**config.mk**
```make
export PLATFORM = sky130hd
export DESIGN_NAME = register_file
export DESIGN_NICKNAME = d
export VERILOG_FILES = /design/src/rtl/register_file.sv
export SDC_FILE = /design/constraint.sdc
export NUM_CORES = 2
export LEC_CHECK = 0
export CAP_MARGIN = 20
export CORE_ASPECT_RATIO = 1.1
export CORE_MARGIN = 2
export CORE_UTILIZATION = 60
export DETAILED_ROUTE_END_ITERATION = 16
export GPL_ROUTABILITY_DRIVEN = 0
export HOLD_SLACK_MARGIN = 0.02
export PLACE_DENSITY_LB_ADDON = 0.12
export SYNTH_ARGS = -nofsm -noshare
export SYNTH_HDL_FRONTEND = slang
export SYNTH_SLANG_ARGS = --single-unit
```
**constraint.sdc**
```tcl
create_clock -name clk -period 10.2 [get_ports clk]
set_clock_uncertainty 0.2 [all_clocks]
set_input_delay 3.06 -clock clk [delete_from_list [all_inputs] [get_ports clk]]
set_output_delay 3.06 -clock clk [all_outputs]
set_load 0.005 [all_outputs]
```
**src/rtl/register_file.sv**
```systemverilog
// Integer register file for the Draig i32 core: two combinational read ports,
// one valid/ready write port, register 0 reads as zero, full clear on reset.
module register_file #(
  parameter int unsigned LOG_NUM_REG = 5,
  parameter int unsigned ADDR_WIDTH  = 5,
  parameter int unsigned DATA_WIDTH  = 32
) (
  input  logic                  clk,
  input  logic                  rst,
  input  logic [ADDR_WIDTH-1:0] porta_rd_addr_in,
  output logic [DATA_WIDTH-1:0] porta_rd_data_out,
  input  logic [ADDR_WIDTH-1:0] portb_rd_addr_in,
  output logic [DATA_WIDTH-1:0] portb_rd_data_out,
  input  logic [ADDR_WIDTH-1:0] wr_addr_in,
  input  logic [DATA_WIDTH-1:0] wr_data_in,
  input  logic                  wr_data_valid_in,
  output logic                  wr_data_ready_out
);

  localparam int unsigned NumReg = 2 ** LOG_NUM_REG;
  // One extra bit so the bound is representable when ADDR_WIDTH == LOG_NUM_REG.
  localparam logic [ADDR_WIDTH:0] NumRegExt = (ADDR_WIDTH + 1)'(NumReg);

  logic [DATA_WIDTH-1:0]  mem_q [NumReg];
  logic                   ready_q;

  logic [LOG_NUM_REG-1:0] porta_idx;
  logic [LOG_NUM_REG-1:0] portb_idx;
  logic [LOG_NUM_REG-1:0] wr_idx;
  logic                   porta_hit;
  logic                   portb_hit;
  logic                   wr_hit;
  logic                   wr_fire;

  // Decode addresses: a hit is a nonzero address inside the implemented range.
  always_comb begin
    porta_idx = porta_rd_addr_in[LOG_NUM_REG-1:0];
    portb_idx = portb_rd_addr_in[LOG_NUM_REG-1:0];
    wr_idx    = wr_addr_in[LOG_NUM_REG-1:0];
    porta_hit = (porta_rd_addr_in != '0) && ({1'b0, porta_rd_addr_in} < NumRegExt);
    portb_hit = (portb_rd_addr_in != '0) && ({1'b0, portb_rd_addr_in} < NumRegExt);
    wr_hit    = (wr_addr_in != '0) && ({1'b0, wr_addr_in} < NumRegExt);
    wr_fire   = wr_data_valid_in && ready_q;
  end

  // Combinational read ports; no bypass, so a same-cycle write shows next cycle.
  always_comb begin
    porta_rd_data_out = '0;
    portb_rd_data_out = '0;
    if (porta_hit) porta_rd_data_out = mem_q[porta_idx];
    if (portb_hit) portb_rd_data_out = mem_q[portb_idx];
  end

  // Storage: cleared asynchronously; fired writes to 0 or out of range are dropped.
  always_ff @(posedge clk or negedge rst) begin
    if (!rst) begin
      for (int i = 0; i < NumReg; i++) begin
        mem_q[i] <= '0;
      end
    end else if (wr_fire && wr_hit) begin
      mem_q[wr_idx] <= wr_data_in;
    end
  end

  // Ready is low in reset and rises on the first edge after release.
  always_ff @(posedge clk or negedge rst) begin
    if (!rst) begin
      ready_q <= 1'b0;
    end else begin
      ready_q <= 1'b1;
    end
  end

  assign wr_data_ready_out = ready_q;

endmodule

```
==> flow_summary.json <==
{
  "ctsResizeCount": 0,
  "worst-path-buf-inv": 2,
  "ant_nets": 0,
  "critPathKind": "in2out",
  "setup.worst_path.start_class": "input pin",
  "cp-end-kind": "primary output",
  "synthesis.area_um2": 54800,
  "met3_wirelength_um": 16500,
  "die_w_um": 292,
  "fin_cells": 4813,
  "relSlewSlack_pct": 23.1,
  "clk_pin_slew_ps": 60,
  "htreeDepth": 3,
  "crit_required_ps": 6940,
  "synthFlopType": "dfrtp_1",
  "avgSynthCellArea_um2": 15.1,
  "post-synth-top-area-cell": "dfrtp_1",
  "rsz0062_at_grt": "no",
  "totalNegativeSetupSlack_ps": 0,
  "synth-edff-count": 0,
  "synth_common_cells": "dfrtp_1 (1025), mux2_2 (964), mux4_2 (448)",
  "peakVddDrop_v": 0.000159,
  "io-pin-count": 115,
  "num_rows": 116,
  "finalHoldViolCount": 0,
  "syn_inst": 3626,
  "hp-class": "reg2reg",
  "min_to": "mem_q[1012]",
  "numPortBuffers": 114,
  "cts_root_buffer": "clkbuf_16",
  "power_uw": 11000,
  "first_pass_iters": 6,
  "syn-num-nets": 3676,
  "seq_area_frac_synth_pct": 46.8,
  "wirelength_um": 171000,
  "ys_seq_elements": 1025,
  "fmax_mhz": 105,
  "route.detailed.drc": 0,
  "top_layer_used": "met5",
  "min_path_cells": 0,
  "insertion_delay_ps": 700,
  "area_growth_pct": 10.7,
  "worstPathArrival_ps": 6280,
  "drt-met1-wl_um": 65900,
  "postPlaceCellArea_um2": 56800,
  "dieArea_um2": 93700,
  "path_delay_family": "buffers and inverters",
  "yosys-top-cells-area": "dfrtp_1 (47%), mux2_2 (20%), mux4_2 (18%)",
  "r2r_cells": 5,
  "grt_start_max_net_pins": 197,
  "vias_per_cell": 7.36,
  "critical-path-slowest-cell": "a311oi_1",
  "drv_cap": 0,
  "fin_nets": 3587,
  "setup_viol_count_final": 0,
  "cts.sink_count": 1025,
  "crit_chain": "buf_8, or4_2, o21ai_1, a311oi_1, clkdlybuf4s50_1",
  "synthDistinctLibCells": 41,
  "drive_gt1_share_pct": 50.7,
  "synthArstFlopShare_pct": 100,
  "reg2reg_from": "wr_data_ready_out",
  "cts-hold-fix-buffers": 0,
  "grt_overflow": 0,
  "cts_tree": "done",
  "post_cts_buffers": 0,
  "grt_pass1_wl_um": 255000,
  "hpwl_um": 98700,
  "timing.rr.end": "mem_q[694]",
  "min_period_over_period_pct": 93.5,
  "slowest_delay_ps": 850,
  "die_y_um": 321,
  "antenna_found_initial": 11,
  "wl_met2_um": 79700,
  "final_util_pct": 66.8,
  "yosysWarnings": 0,
  "drt_iter0_drc": 3850,
  "r2r_slack_ps": 7040,
  "power_leakage_uw": 0.0268,
  "worstHoldStart": "mem_q[1012]",
  "worst_slew_pin_slew_ps": 1150,
  "grt_pass1_vias": 37800,
  "timing.final.max_slew_violations": 0,
  "vias": 35400,
  "core_um2": 90700,
  "powerDensity_nw_per_um2": 181,
  "cts_buffers": 106,
  "wl_per_cell_um": 35.6,
  "crit_path_max_fanout": 77,
  "start_util_pct": 60.4,
  "dp.cells": 4607,
  "cts_max_path_buffers": 3,
  "period_minus_slack_ps": 9540,
  "final_area_um2": 60600,
  "synth_top_area_share_pct": 46.8,
  "grtUsageTotal_pct": 37.2,
  "yosysMostFrequentCell": "dfrtp_1",
  "status": "completed"
}
==> metrics by stage <==
| step | setup WS, ps | hold slack (ps) |
|---|---|---|
| 4_1_cts | 703 | 197 |
| 2_1_floorplan | 2450 | 241 |
| 3_5_place_dp | 726 | 183 |
| 5_1_grt | 678 | 206 |
| 3_3_place_gp | 689 | 176 |
| 6_report | 661 | 195 |
==> area by class of cell <==
type,count,area [um^2]
clock inverters,46,601
clock buffers,153,3170
well taps,1180,1480
flip-flops and latches,1025,25600
fillers,6147,30100
multi-input cells,2168,27300
inverters,2,10.0
diodes,5,12.5
repair buffers,234,2410
==> cell families (layout without fill, tap and decap cells) <==
group | Yosys count | count (layout) | synth area share (%)
flops | 1025 | 1025 | 46.8
compound gates | 368 | 368 | 4.82
other cells | 1 | 6 | 0.00685
simple gates | 167 | 167 | 1.72
mux | 1632 | 1632 | 42.9
buf+inv | 433 | 435 | 3.76
==> layout by cell type (no fill, tap or decap), types with 5 or more instances in the layout <==
| master | synthesis | routed |
|---|---|---|
| o21ai_1 | 9 | 9 |
| clkinv_2 | 0 | 19 |
| mux2_2 | 964 | 964 |
| mux2i_1 | 128 | 128 |
| a311oi_1 | 64 | 64 |
| nor2b_4 | 0 | 5 |
| buf_4 | 51 | 93 |
| nor2_1 | 18 | 7 |
| clkbuf_8 | 0 | 30 |
| clkdlybuf4s50_1 | 0 | 103 |
| buf_8 | 0 | 5 |
| buf_12 | 0 | 24 |
| clkbuf_1 | 215 | 15 |
| mux2_1 | 32 | 32 |
| o2111ai_1 | 16 | 16 |
| bufinv_16 | 0 | 12 |
| a221oi_1 | 48 | 48 |
| a22oi_1 | 64 | 64 |
| clkbuf_16 | 0 | 109 |
| mux4_2 | 448 | 448 |
| nand2_2 | 1 | 5 |
| nand2_1 | 40 | 36 |
| a211oi_1 | 64 | 64 |
| mux2_4 | 60 | 60 |
| nor2b_1 | 70 | 65 |
| nor3_4 | 1 | 6 |
| clkinvlp_4 | 0 | 10 |
| nor2_4 | 0 | 17 |
| o21ai_0 | 103 | 103 |
| diode_2 | 0 | 5 |
| dfrtp_1 | 1025 | 1025 |
==> per-layer routing <==
layer | global-route usage (%) | vias up
met1 | 50.5 | 19100
li1 | - | 13900
met3 | 8.06 | 500
met4 | 18.9 | 4
met5 | 0 | -
met2 | 57.1 | 1902
==> sequential cells by signal, summed over array words and instances, names as in the netlist <==
signal,cells
mem_q,1024
wr_data_ready_out,1
==> where the power goes <==
part,total [uW],switching (uW),internal (uW)
Sequential,4970,388,4580
Combinational,1820,779,1050
Clock,4180,1710,2470
Total,11000,2880,8100
==> how the worst max path moves through the flow <==
| stage | start | end | slack [ps] | cells past startpoint |
|---|---|---|---|---|
| after floorplan | porta_rd_addr_in[1] | porta_rd_data_out[10] | 2450 | 6 |
| after global placement | porta_rd_addr_in[2] | porta_rd_data_out[6] | 690 | 7 |
| after detailed placement | porta_rd_addr_in[2] | porta_rd_data_out[8] | 730 | 6 |
| after CTS | porta_rd_addr_in[2] | porta_rd_data_out[8] | 700 | 6 |
| after global routing | porta_rd_addr_in[2] | porta_rd_data_out[6] | 680 | 7 |
| final | porta_rd_addr_in[2] | porta_rd_data_out[9] | 660 | 5 |
==> worst reg2reg max path, stage by stage, from the launching register on <==
cell     delay [ps]
dfrtp_1         400
nand2_2         210
or3_1           550
nor2_4          650
buf_4           590
mux2_2          420
No activity file was read; power rests on OpenSTA's default activity.
